[src/rtl/mitll_ndro_bank.sv]
// Clocked behavioural bank of RSFQ NDRO cells with a settling window, violation flags and optional DRO read.
// Define NDRO_BANK_VIOL_CNT_EN to add the saturating viol_cnt output.
module mitll_ndro_bank #(
    parameter int CHANNELS    = 4,
    parameter int SETTLE_CYC  = 2,
    parameter bit DESTRUCTIVE = 0
`ifdef NDRO_BANK_VIOL_CNT_EN
    ,
    parameter int CNT_W       = 8
`endif
) (
    input  logic                clk,
    input  logic                rst_n,
    input  logic [CHANNELS-1:0] set,
    input  logic [CHANNELS-1:0] reset,
    input  logic [CHANNELS-1:0] rd,
    output logic [CHANNELS-1:0] out,
    output logic [CHANNELS-1:0] state,
    output logic [CHANNELS-1:0] viol
`ifdef NDRO_BANK_VIOL_CNT_EN
    ,
    output logic [CNT_W-1:0]    viol_cnt
`endif
);

    typedef enum logic [1:0] {S0, S1, PEND1, PEND0} cell_t;

    localparam bit         DIRECT = (SETTLE_CYC == 0);
    localparam logic [3:0] RELOAD = DIRECT ? 4'd0 : 4'(SETTLE_CYC - 1);

    cell_t               cur     [CHANNELS];
    cell_t               nxt     [CHANNELS];
    logic [3:0]          cnt     [CHANNELS];
    logic [3:0]          cnt_nxt [CHANNELS];
    logic [CHANNELS-1:0] viol_nxt;

    always_ff @(posedge clk or negedge rst_n) begin
        if (!rst_n) begin
            for (int c = 0; c < CHANNELS; c++) begin
                cur[c] <= S0;
                cnt[c] <= '0;
            end
            out  <= '0;
            viol <= '0;
        end else begin
            for (int c = 0; c < CHANNELS; c++) begin
                cur[c] <= nxt[c];
                cnt[c] <= cnt_nxt[c];
            end
            out  <= rd & state;
            viol <= viol_nxt;
        end
    end

    // A simultaneous set+reset freezes the cell; an opposite pulse while pending retargets and restarts the window.
    always_comb begin
        for (int c = 0; c < CHANNELS; c++) begin
            nxt[c]      = cur[c];
            cnt_nxt[c]  = cnt[c];
            viol_nxt[c] = rd[c] && ((cur[c] == PEND1) || (cur[c] == PEND0));
            if (set[c] && reset[c]) begin
                viol_nxt[c] = 1'b1;
            end else begin
                case (cur[c])
                    S0: begin
                        if (set[c]) begin
                            nxt[c]     = DIRECT ? S1 : PEND1;
                            cnt_nxt[c] = RELOAD;
                        end
                    end
                    S1: begin
                        if (DESTRUCTIVE && rd[c] && !set[c]) begin
                            nxt[c] = S0;
                        end else if (reset[c]) begin
                            nxt[c]     = DIRECT ? S0 : PEND0;
                            cnt_nxt[c] = RELOAD;
                        end
                    end
                    PEND1: begin
                        if (reset[c]) begin
                            nxt[c]      = PEND0;
                            cnt_nxt[c]  = RELOAD;
                            viol_nxt[c] = 1'b1;
                        end else if (cnt[c] == 4'd0) begin
                            nxt[c] = S1;
                        end else begin
                            cnt_nxt[c] = cnt[c] - 4'd1;
                        end
                    end
                    PEND0: begin
                        if (set[c]) begin
                            nxt[c]      = PEND1;
                            cnt_nxt[c]  = RELOAD;
                            viol_nxt[c] = 1'b1;
                        end else if (cnt[c] == 4'd0) begin
                            nxt[c] = S0;
                        end else begin
                            cnt_nxt[c] = cnt[c] - 4'd1;
                        end
                    end
                    default: nxt[c] = S0;
                endcase
            end
        end
    end

    // While pending the readable value is still the one being replaced.
    always_comb begin
        for (int c = 0; c < CHANNELS; c++) begin
            state[c] = (cur[c] == S1) || (cur[c] == PEND0);
        end
    end

`ifdef NDRO_BANK_VIOL_CNT_EN
    always_ff @(posedge clk or negedge rst_n) begin
        if (!rst_n) begin
            viol_cnt <= '0;
        end else if ((|viol) && (viol_cnt != '1)) begin
            viol_cnt <= viol_cnt + 1'b1;
        end
    end
`endif

endmodule

[config.mk]
export PLATFORM = sky130hd
export DESIGN_NAME = mitll_ndro_bank
export DESIGN_NICKNAME = d
export VERILOG_FILES = /design/src/rtl/mitll_ndro_bank.sv
export SDC_FILE = /design/constraint.sdc
export NUM_CORES = 1
export LEC_CHECK = 0
export CORE_MARGIN = 3
export CORE_UTILIZATION = 50
export DETAILED_ROUTE_END_ITERATION = 6
export GPL_ROUTABILITY_DRIVEN = 0
export GPL_TIMING_DRIVEN = 0
export PLACE_DENSITY = 0.8
export SLEW_MARGIN = 5
export SYNTH_ARGS = -nofsm -noshare
export SYNTH_HDL_FRONTEND = slang
export SYNTH_SLANG_ARGS = --single-unit
[constraint.sdc]
create_clock -name clk -period 1.8 [get_ports clk]
set_input_delay 0.27 -clock clk [delete_from_list [all_inputs] [get_ports clk]]
set_output_delay 0.27 -clock clk [all_outputs]
set_load 0.02 [all_outputs]
==> tab_implementation.tex, run 1 <==
\begin{tabular}{lr}
\hline
Metric & Value \\
\hline
\multicolumn{2}{l}{\textbf{STA}} \\
Final-layout setup total negative slack & 0 ps \\
Timing-limited maximum frequency & 558.4 MHz \\
Post-route setup slack & 9.022 ps \\
Portion of the clock cycle consumed by the worst path in the final layout & 0.9950 \\
Slew headroom & 0.5296 \\
Slew at the pin closest to its max-slew limit & 705.6 ps \\
Unrepaired setup endpoints after global routing & yes \\
Hold Violations, Final & 0 \\
Setup clock skew after layout & 7.044 ps \\
Time the final worst path needs with I/O delays and setup & 1791 ps \\
Final slew viol count & 0 \\
Final setup vio count & 0 \\
\multicolumn{2}{l}{\textbf{Yosys}} \\
Most frequent cell after synthesis & dfrtp\_1 \\
Leading cell types by total area after synthesis & dfrtp\_1 37\%, ha\_1 14\%, inv\_1 4.6\% \\
Synth Flop Type & dfrtp\_1 \\
Count of unique library cells instantiated by Yosys & 52 \\
Leading area contributor after synthesis & dfrtp\_1 \\
Post-synthesis sequential element count & 32 \\
Mapped Avg Cell Area & 10.06 um\^{}2 \\
Post-synth net total & 255 \\
Number of synthesized flops with an enable pin & 0 \\
Area share of the leading cell type in the synthesized netlist & 0.3668 \\
Top post-synthesis cells by count & 32 x dfrtp\_1, 27 x inv\_1, 24 x ha\_1 \\
Async S/R FF share, synth & 1.000 \\
Combined area of all synthesized cells & 2183 um\^{}2 \\
Sequential area share after synthesis & 0.3668 \\
Post-Syn Instances & 217 \\
Synthesis warning total & 0 \\
\multicolumn{2}{l}{\textbf{Worst hold path}} \\
Min-delay worst type & in -> async \\
\multicolumn{2}{l}{\textbf{Floorplanning}} \\
\# rows & 23 \\
Total Die Area & 5196 um\^{}2 \\
Overall die height & 72.08 um \\
Core outline area & 4115 um\^{}2 \\
I/O pin count & 26 \\
Initial standard-cell utilization of the core & 0.5306 \\
Die boundary width & 72.08 um \\
\multicolumn{2}{l}{\textbf{Drt}} \\
1st-pass router iterations & 4 \\
Vias/cell & 5.674 \\
ANT nets after route & 0 \\
Routed length per placed instance & 13.30 um \\
Detailed router's first-iteration violation count & 63 \\
Overall via count from detail\_route & 1,725 \\
Remaining routing DRC violations & 0 \\
Total routed wirelength & 4043 um \\
\multicolumn{2}{l}{\textbf{Power and ir drop}} \\
Reg power frac & 0.265 \\
Internal Dissipation & 2.723 mW \\
Leakage power total & 1.202 nW \\
Part of the total power dissipated in the clock network & 0.144 \\
Switching part of the total & 0.4217 \\
Combinational share of power & 0.591 \\
Power spent charging and discharging nets & 1.985 mW \\
PnR Total Power & 4.708 mW \\
Highest ir drop seen on vdd & 0.8712 mV \\
Power per unit of standard cell area & 1750 nW/um\^{}2 \\
\multicolumn{2}{l}{\textbf{Global routing}} \\
Congestion Overflow GR & 0 \\
Vias in the first global route & 1,615 \\
First-pass GRT wire length & 6927 um \\
Antenna violations before repair & 0 \\
GR Util All Layers & 0.1661 \\
Pin count of the biggest net entering global routing & 33 \\
\multicolumn{2}{l}{\textbf{Clock tree}} \\
Clock tree buffer depth & 2 \\
CTS clock-pin slew for the worst setup and hold paths & 70 ps \\
Root buffer cell & clkbuf\_8 \\
CTS tree & done \\
Number of CTS-inserted buffers & 5 \\
Number of clock sinks seen by CTS & 32 \\
Number of H-tree branching levels & 2 \\
Insertion delay to the later sink of the worst-skew pair & 280 ps \\
\multicolumn{2}{l}{\textbf{Critical path}} \\
Kind of critical path & reg -> out \\
Endpoint class of the critical path & primary output \\
Setup slack, reg-to-reg & 60 ps \\
Launch instance of the worst register-to-register path & cnt[0] \\
Start point of the critical path & cur[0] \\
End of the worst register-to-register path & cur[0] \\
Top fanout value on the critical path & 6 \\
Arrival @ worst endpoint & 1520 ps \\
Critical path capture point & state[3] \\
Depth of the most critical reg-to-reg path & 5 \\
Startpoint type of the worst setup path & flip-flop \\
Worst endpoint required time & 1530 ps \\
\multicolumn{2}{l}{\textbf{Placed design}} \\
Placed cell count & 292 \\
Hpwl dp & 2953 um \\
Post-placement worst setup slack & -242.2 ps \\
Port Buffer Count & 25 \\
\multicolumn{2}{l}{\textbf{Finish}} \\
Post-layout nets & 291 \\
Core occupancy in the finished layout & 0.6537 \\
Diodes inserted & 0 \\
Non-filler cells in the finished layout & 304 \\
Relative area change from synthesis to final layout & 23.21\% \\
Proportion of layout cells with a drive suffix above 1 & 0.2283 \\
\multicolumn{2}{l}{\textbf{Run status}} \\
Status & completed \\
\multicolumn{2}{l}{\textbf{Run}} \\
Number of max-cap violations & 0 \\
\hline
\end{tabular}
==> worst min-delay path by stage <==
stage                start  endpoint  slack, ps  cells past startpoint
finish               rst_n    cur[1]         30                      1
global route         rst_n    cur[1]         90                      1
CTS                  rst_n    out[3]         50                      1
detailed placement   rst_n    out[3]        370                      1
global placement    cnt[1]    cnt[1]        510                      1
floorplan            rst_n    cnt[0]        -30                      0
==> layout make-up <==
class	count	area, um^2
Timing Repair Buffer	29	267.8
Tap cell	50	62.56
Clock inverter	2	35.03
Sequential cell	32	803.3
Inverter	27	101.3
Clock buffer	6	72.57
Multi-Input combinational cell	158	1348
Fill cell	340	1425
==> layer usage <==
layer  up-vias  global-route usage  wire, um
met5         -                   0         0
met4         0             0.06054        56
met3         7             0.04571       175
met2        27              0.2740      1876
met1       826              0.2073      1934
li1        865                   -         -
==> power by group through the flow <==
stage	logic, mW	registers, mW	clock network [mW]
floorplan	1.81	1.29	0
global placement	2.52	1.23	0
detailed placement	2.61	1.24	0
CTS	2.64	1.23	0.698
global route	3.11	1.29	0.724
finish	2.78	1.25	0.678
==> sequential cells by signal (all words and copies together), names as in the netlist <==
register	cells
out	4
cur	8
viol	4
cnt	16
==> stage by stage <==
stage | instance area (um^2) | hold WS [ps]
after floorplan | 2183 | -25.59
after global placement | 2496 | 511.0
after detailed placement | 2491 | 371.4
after CTS | 2625 | 53.07
after global routing | 2690 | 90.76
final | 2690 | 25.95
==> logic make-up (layout without fill, tap and decap cells) <==
| group | count (synthesis) | after routing | synth area share |
|---|---|---|---|
| AO/OA/AOI/OAI | 65 | 65 | 0.2292 |
| AND/OR/NAND/NOR | 59 | 59 | 0.1696 |
| flip-flops | 32 | 32 | 0.3668 |
| buffers and inverters | 27 | 64 | 0.04642 |
| adder cells (fa/ha/maj) | 24 | 24 | 0.1375 |
| multiplexers | 10 | 10 | 0.05043 |
==> cell usage in the layout (no fill, tap or decap), drive strengths merged, types with 5 or more instances in the layout <==
| cell type | n |
|---|---|
| buf | 7 |
| inv | 27 |
| o21ai | 17 |
| a21oi | 12 |
| ha | 24 |
| and2 | 8 |
| a22oi | 8 |
| mux2i | 5 |
| clkbuf | 6 |
| dfrtp | 32 |
| nand2b | 11 |
| nor2 | 7 |
| a211oi | 6 |
| mux2 | 5 |
| nand2 | 6 |
| clkdlybuf4s50 | 20 |
| nor3b | 5 |
==> repair_timing <==
item,in CTS,in global routing
setup endpoints to repair,6,11
hold endpoints to repair,0,0
gates resized for setup,20,20
hold buffers,0,0
setup buffers,2,2
pin swaps,0,1
==> worst max-delay path, cell delays in order (launching register included) <==
cell             delay, ps
dfrtp_1                430
ha_2                   250
or2_2                  300
clkdlybuf4s15_2        260
No activity file was read; power rests on OpenSTA's default activity.
==> run 2: changes to the inputs <==
--- a/config.mk
+++ b/config.mk
@@ -6,12 +6,11 @@
 export NUM_CORES = 1
 export LEC_CHECK = 0
 export CORE_MARGIN = 3
-export CORE_UTILIZATION = 50
+export CORE_UTILIZATION = 41
 export DETAILED_ROUTE_END_ITERATION = 6
 export GPL_ROUTABILITY_DRIVEN = 0
 export GPL_TIMING_DRIVEN = 0
-export PLACE_DENSITY = 0.8
-export SLEW_MARGIN = 5
+export PLACE_DENSITY = 0.68
 export SYNTH_ARGS = -nofsm -noshare
 export SYNTH_HDL_FRONTEND = slang
 export SYNTH_SLANG_ARGS = --single-unit
==> run 2 against run 1 <==
- global-route usage fell by 3.4 points
- via count shrank 2.3%
- clock power is 18% lower
- cell count up 5.9%
- non-clock buffer count grew 1
- sequential share of layout area shrank 0.069 points
- flip-flop and latch count stayed put
- worst setup slack improved by 31 ps
- hold slack improved by 4.3 ps
==> tab_implementation.tex, run 2 (synthesis gave the netlist of run 1 again) <==
\begin{tabular}{lr}
\hline
Metric & Value \\
\hline
\multicolumn{2}{l}{\textbf{STA}} \\
Setup clock skew after layout & 7.638 ps (+0.5938 ps) \\
Slew headroom & 0.5346 (+0.004979) \\
Hold Violations, Final & 0 (unchanged) \\
Final setup vio count & 0 (unchanged) \\
Slew at the pin closest to its max-slew limit & 698.1 ps (-7.468 ps) \\
Time the final worst path needs with I/O delays and setup & 1760 ps (-31.32 ps) \\
Final slew viol count & 0 (unchanged) \\
Timing-limited maximum frequency & 568.3 MHz (+1.8\%) \\
Portion of the clock cycle consumed by the worst path in the final layout & 0.9776 (-0.01740) \\
Unrepaired setup endpoints after global routing & yes \\
\multicolumn{2}{l}{\textbf{Drt}} \\
Met3 WL & 121 um (-31\%) \\
Top routing layer in use & met4 \\
ANT nets after route & 0 (unchanged) \\
Routed length per placed instance & 12.29 um (-7.6\%) \\
Vias/cell & 5.233 (-7.8\%) \\
Overall via count from detail\_route & 1,685 (-2.3\%) \\
Total routed wirelength & 3956 um (-2.2\%) \\
Remaining routing DRC violations & 0 (unchanged) \\
Detailed-routed wire length on met2 & 1883 um (+0.37\%) \\
1st-pass router iterations & 4 (unchanged) \\
Detailed router's first-iteration violation count & 55 (-13\%) \\
Met1 Wirelength & 1897 um (-1.9\%) \\
\multicolumn{2}{l}{\textbf{Finish}} \\
Final design area excluding fillers & 2696 um\^{}2 (+0.23\%) \\
Top Registers & cnt x16, cur x8 \\
Most used cells in the layout excluding fill and tap cells & 30 x dfrtp\_1, 20 x inv\_1, 20 x clkdlybuf4s50\_1, 18 x ha\_1, 10 x nand2b\_1 \\
Number of fill cells & 459 (+35\%) \\
Area of combinational cells with multiple inputs & 1346 um\^{}2 (about the same) \\
Diodes inserted & 0 (unchanged) \\
Relative area change from synthesis to final layout & 23.50\% \\
Post-layout nets & 292 (+0.34\%) \\
Top register by number of flip-flops & cnt \\
Sequential cell area & 803.3 um\^{}2 (unchanged) \\
Max FFs per register & 16 (unchanged) \\
Proportion of layout cells with a drive suffix above 1 & 0.2235 (-0.004817) \\
Leading cell type in the layout, fill and taps excluded & dfrtp\_1 \\
\multicolumn{2}{l}{\textbf{Power and ir drop}} \\
Power per unit of standard cell area & 1698 nW/um\^{}2 (-3.0\%) \\
Leakage power total & 1.205 nW (+0.24\%) \\
PnR Total Power & 4.577 mW (-2.8\%) \\
Highest ir drop seen on vdd & 0.7490 mV (-14\%) \\
\multicolumn{2}{l}{\textbf{Critical path}} \\
Maximum cell stage delay along the critical path & 410 ps (-20 ps) \\
Top fanout value on the critical path & 6 (unchanged) \\
Kind of critical path & reg -> out \\
Endpoint class of the critical path & primary output \\
Worst endpoint required time & 1530 ps (about the same) \\
Cells traversed along the worst timing path & ha\_2 -> or2\_2 -> clkdlybuf4s15\_2 \\
Startpoint type of the worst setup path & flip-flop \\
Arrival @ worst endpoint & 1490 ps (-30 ps) \\
CP max stage cell & dfrtp\_1 \\
\multicolumn{2}{l}{\textbf{Floorplanning}} \\
Initial standard-cell utilization of the core & 0.4418 (-0.08878) \\
I/O pin count & 26 (unchanged) \\
Core outline area & 4942 um\^{}2 (+20\%) \\
Die boundary width & 78.98 um (+9.6\%) \\
\# rows & 25 (+8.7\%) \\
Total Die Area & 6237 um\^{}2 (+20\%) \\
Overall die height & 78.98 um (+9.6\%) \\
\multicolumn{2}{l}{\textbf{Worst hold path}} \\
Min-delay worst type & in -> async \\
\multicolumn{2}{l}{\textbf{Clock tree}} \\
Number of clock sinks seen by CTS & 32 (unchanged) \\
Hold buffers post-CTS & 0 (unchanged) \\
Clock tree buffer depth & 2 (unchanged) \\
CTS tree & done \\
CTS clock-pin slew for the worst setup and hold paths & 70 ps (about the same) \\
Number of H-tree branching levels & 2 (unchanged) \\
Root buffer cell & clkbuf\_8 \\
Insertion delay to the later sink of the worst-skew pair & 280 ps (about the same) \\
Number of CTS-inserted buffers & 5 (unchanged) \\
\multicolumn{2}{l}{\textbf{Run}} \\
Number of max-cap violations & 0 (unchanged) \\
\multicolumn{2}{l}{\textbf{Global routing}} \\
GR Util All Layers & 0.1319 (-0.03418) \\
Vias in the first global route & 1,551 (-4.0\%) \\
Pin count of the biggest net entering global routing & 33 (unchanged) \\
Antenna violations before repair & 0 (unchanged) \\
Congestion Overflow GR & 0 (unchanged) \\
First-pass GRT wire length & 6665 um (-3.8\%) \\
\multicolumn{2}{l}{\textbf{Placed design}} \\
Port Buffer Count & 25 (unchanged) \\
Hpwl dp & 2949 um (-0.14\%) \\
Placed Instance Area & 2512 um\^{}2 (+0.85\%) \\
\multicolumn{2}{l}{\textbf{Run status}} \\
Status & completed \\
\hline
\end{tabular}
==> run 2: cell types whose count changed in the layout (fill, tap and decap cells not counted), sizes merged <==
cell,previous run,this run
buf,7,9
bufinv,1,0
clkdlybuf4s15,2,1
clkinv,1,2
==> run 2: layout make-up <==
type                       instances  share of cell area
multi-input combinational        158              0.4993
sequential                        32              0.2979
timing repair buffer              30             0.09977
inverter                          27             0.03759
tap                               67             0.03109
clock buffer                       6             0.03063
clock inverter                     2            0.003712
==> run 2: path summary, 6_finish.rpt <==
| kind | start | cells past startpoint | end | slack, ps |
|---|---|---|---|---|
| hold / removal | rst_n | 1 | cnt[2] | 30 |
| max in group asynchronous | rst_n | 1 | cur[2] | 1270 |
| hold reg to reg | cnt[1] | 1 | cnt[1] | 530 |
| setup reg to reg | cur[2] | 6 | cur[2] | 70 |
| min in group clk | cnt[1] | 1 | cnt[1] | 530 |
| setup / recovery | cur[0] | 3 | state[3] | 40 |
==> run 2: repair_timing <==
item	CTS	global route
resized for setup	19	20
pin swaps	0	1
buffers inserted	2	3
endpoints found under the setup margin	5	7
==> run 2: critical path: cells and delay by family (launching register included) <==
| family | cells | cell delay, ps |
|---|---|---|
| adders and majority gates | 1 | 240 |
| DFF | 1 | 410 |
| and+or+nand+nor | 1 | 310 |
| buffers and inverters | 1 | 260 |
==> run 2: report_power, final <==
group | internal [mW] | switching, mW | total [mW] | leakage [nW]
clock | 0.305 | 0.254 | 0.559 | 0.0510
combinational | 1.30 | 1.46 | 2.76 | 0.759
sequential | 1.01 | 0.241 | 1.25 | 0.395
total | 2.62 | 1.96 | 4.58 | 1.21
==> run 2: stage by stage <==
step                setup TNS [ps]  utilization  worst slack [ps]  instances  hold slack [ps]
floorplan                        0            -             62.88        217           -25.59
detailed placement          -650.1       0.5084            -246.1        309            376.0
global placement             -8064       0.5094            -237.0        309            505.3
CTS                              0       0.5324             7.615        319            69.49
global route                -27.16       0.5456            -27.16        322            75.99
finish                           0       0.5456             40.35        322            30.29
==> run 2: routing by layer <==
| metal | GRT usage | vias to the layer above |
|---|---|---|
| met2 | 0.2163 | 22 |
| li1 | - | 865 |
| met3 | 0.03855 | 5 |
| met5 | 0 | - |
| met4 | 0.04124 | 0 |
| met1 | 0.1671 | 793 |
==> run 3: changes to the inputs <==
--- a/config.mk
+++ b/config.mk
@@ -7,10 +7,12 @@
 export LEC_CHECK = 0
 export CORE_MARGIN = 3
 export CORE_UTILIZATION = 41
+export CTS_CLUSTER_DIAMETER = 80
 export DETAILED_ROUTE_END_ITERATION = 6
 export GPL_ROUTABILITY_DRIVEN = 0
 export GPL_TIMING_DRIVEN = 0
 export PLACE_DENSITY = 0.68
+export RECOVER_POWER = 50
 export SYNTH_ARGS = -nofsm -noshare
 export SYNTH_HDL_FRONTEND = slang
 export SYNTH_SLANG_ARGS = --single-unit
==> run 3 against run 2 <==
- worst setup slack is the same
- flip-flop and latch count is the same
- non-clock buffer count is the same
- largest cell class unchanged
- via count is essentially flat
- critical path depth is the same
- sequential power is essentially flat
==> tab_implementation.tex, run 3 (synthesis gave the netlist of run 1 again) <==
\begin{tabular}{lr}
\hline
Metric & Value \\
\hline
\multicolumn{2}{l}{\textbf{Finish}} \\
Diodes inserted & 0 (unchanged) \\
Core occupancy in the finished layout & 0.5448 (-0.0007600) \\
Relative area change from synthesis to final layout & 23.32\% \\
Max FFs per register & 16 (unchanged) \\
Leading cell type in the layout, fill and taps excluded & dfrtp\_1 \\
Final design area excluding fillers & 2693 um\^{}2 (-0.14\%) \\
Most used cells in the layout excluding fill and tap cells & 30 x dfrtp\_1, 21 x inv\_1, 20 x clkdlybuf4s50\_1, 18 x ha\_1, 10 x nand2b\_1 \\
Post-layout nets & 292 (unchanged) \\
Top Registers & cnt x16, cur x8 \\
Proportion of layout cells with a drive suffix above 1 & 0.2157 (-0.007843) \\
Top register by number of flip-flops & cnt \\
\multicolumn{2}{l}{\textbf{Critical path}} \\
Top fanout value on the critical path & 6 (unchanged) \\
Endpoint class of the critical path & primary output \\
Top delay family on crit path & flip-flops \\
Maximum cell stage delay along the critical path & 410 ps (about the same) \\
Worst endpoint required time & 1530 ps (about the same) \\
CP max stage cell & dfrtp\_1 \\
Kind of critical path & reg -> out \\
Startpoint type of the worst setup path & flip-flop \\
Total buffers and inverters traversed by the critical path & 1 (unchanged) \\
Arrival @ worst endpoint & 1490 ps (about the same) \\
Cells traversed along the worst timing path & ha\_2 -> or2\_2 -> clkdlybuf4s15\_2 \\
\multicolumn{2}{l}{\textbf{STA}} \\
Slew at the pin closest to its max-slew limit & 781.5 ps (+83.32 ps) \\
Unrepaired setup endpoints after global routing & yes \\
Slew headroom & 0.4790 (-0.05555) \\
Final slew viol count & 0 (unchanged) \\
Timing-limited maximum frequency & 568.3 MHz (unchanged) \\
Final setup vio count & 0 (unchanged) \\
Hold Violations, Final & 0 (unchanged) \\
Portion of the clock cycle consumed by the worst path in the final layout & 0.9776 (unchanged) \\
Time the final worst path needs with I/O delays and setup & 1760 ps (unchanged) \\
Setup clock skew after layout & 8.688 ps (+1.050 ps) \\
\multicolumn{2}{l}{\textbf{Power and ir drop}} \\
Power spent charging and discharging nets & 1.959 mW (about the same) \\
Highest ir drop seen on vdd & 0.7491 mV (about the same) \\
Reg power frac & 0.274 (about the same) \\
Combinational share of power & 0.603 (about the same) \\
Leakage power total & 1.203 nW (-0.16\%) \\
Internal Dissipation & 2.608 mW (-0.36\%) \\
Part of the total power dissipated in the clock network & 0.123 (about the same) \\
Power per unit of standard cell area & 1696 nW/um\^{}2 (about the same) \\
Switching part of the total & 0.4290 (+0.0008595) \\
\multicolumn{2}{l}{\textbf{Floorplanning}} \\
Overall die height & 78.98 um (unchanged) \\
\# rows & 25 (unchanged) \\
I/O pin count & 26 (unchanged) \\
Total Die Area & 6237 um\^{}2 (unchanged) \\
Die boundary width & 78.98 um (unchanged) \\
Initial standard-cell utilization of the core & 0.4418 (unchanged) \\
Core outline area & 4942 um\^{}2 (unchanged) \\
\multicolumn{2}{l}{\textbf{Clock tree}} \\
Number of clock sinks seen by CTS & 32 (unchanged) \\
Root buffer cell & clkbuf\_8 \\
CTS clock-pin slew for the worst setup and hold paths & 70 ps (about the same) \\
CTS tree & done \\
Clock tree buffer depth & 2 (unchanged) \\
Number of H-tree branching levels & 2 (unchanged) \\
Insertion delay to the later sink of the worst-skew pair & 280 ps (about the same) \\
Number of CTS-inserted buffers & 5 (unchanged) \\
\multicolumn{2}{l}{\textbf{Placed design}} \\
Placed Instance Area & 2512 um\^{}2 (unchanged) \\
Hpwl dp & 2949 um (unchanged) \\
Port Buffer Count & 25 (unchanged) \\
\multicolumn{2}{l}{\textbf{Global routing}} \\
Antenna violations before repair & 0 (unchanged) \\
Vias in the first global route & 1,551 (unchanged) \\
GR Util All Layers & 0.1319 (unchanged) \\
Pin count of the biggest net entering global routing & 33 (unchanged) \\
First-pass GRT wire length & 6665 um (unchanged) \\
Congestion Overflow GR & 0 (unchanged) \\
\multicolumn{2}{l}{\textbf{Drt}} \\
1st-pass router iterations & 4 (unchanged) \\
Total routed wirelength & 3954 um (about the same) \\
Routed length per placed instance & 12.28 um (about the same) \\
Remaining routing DRC violations & 0 (unchanged) \\
Vias/cell & 5.236 (about the same) \\
Overall via count from detail\_route & 1,686 (+0.059\%) \\
Detailed router's first-iteration violation count & 53 (-3.6\%) \\
ANT nets after route & 0 (unchanged) \\
\multicolumn{2}{l}{\textbf{Worst hold path}} \\
Min-delay worst type & in -> async \\
\multicolumn{2}{l}{\textbf{Run status}} \\
Status & completed \\
\multicolumn{2}{l}{\textbf{Run}} \\
Number of max-cap violations & 0 (unchanged) \\
\hline
\end{tabular}
## run 3: path summary, 6_finish.rpt
kind                            cells after the start  slack [ps]  endpoint   start
worst max-delay path                                3          40  state[3]  cur[0]
worst min-delay path                                1          60    cnt[2]   rst_n
worst max register to register                      6          70    cur[2]  cur[2]
worst min register to register                      1         530    cnt[1]  cnt[1]
max in group asynchronous                           1        1190    cur[2]   rst_n
min in group clk                                    1         530    cnt[1]  cnt[1]
## run 3: power groups by stage
stage	clock network [mW]	logic (mW)	registers, mW
final	0.560	2.75	1.25
after global routing	0.633	3.06	1.30
after CTS	0.587	2.63	1.22
after detailed placement	0	2.61	1.23
after global placement	0	2.55	1.23
after floorplan	0	1.81	1.29
## run 3: through the flow
| stage | std cells | total power, mW | setup TNS, ps | hold WS, ps | worst slack, ps |
|---|---|---|---|---|---|
| floorplan | 217 | 3.108 | 0 | -25.59 | 62.88 |
| global placement | 309 | 3.774 | -8064 | 505.3 | -237.0 |
| detailed placement | 309 | 3.837 | -650.1 | 376.0 | -246.1 |
| CTS | 319 | 4.442 | 0 | 69.49 | 7.615 |
| global route | 322 | 4.994 | -27.16 | 110.1 | -27.16 |
| finish | 322 | 4.567 | 0 | 55.24 | 40.35 |
## run 3: what timing repair did
item | CTS | global route
setup buffers | 2 | 3
endpoints found under the setup margin | 5 | 7
hold buffers | 0 | 0
pin swaps | 0 | 1
resized for setup | 19 | 20
## run 3: final cells by class
class / count / area (um^2)
clock buffers: 6 / 82.58
flip-flops and latches: 32 / 803.3
fillers: 461 / 2250
clock inverters: 2 / 10.01
inverters: 27 / 101.3
repair buffers: 30 / 265.3
well taps: 67 / 83.83
multi-input cells: 158 / 1346
## run 3: routing by layer
layer / vias up / global-route usage / share of wire
li1: 866 / - / -
met1: 793 / 0.1671 / 0.48
met2: 22 / 0.2163 / 0.48
met3: 5 / 0.03855 / 0.030
met4: 0 / 0.04124 / 0.013
met5: - / 0 / 0
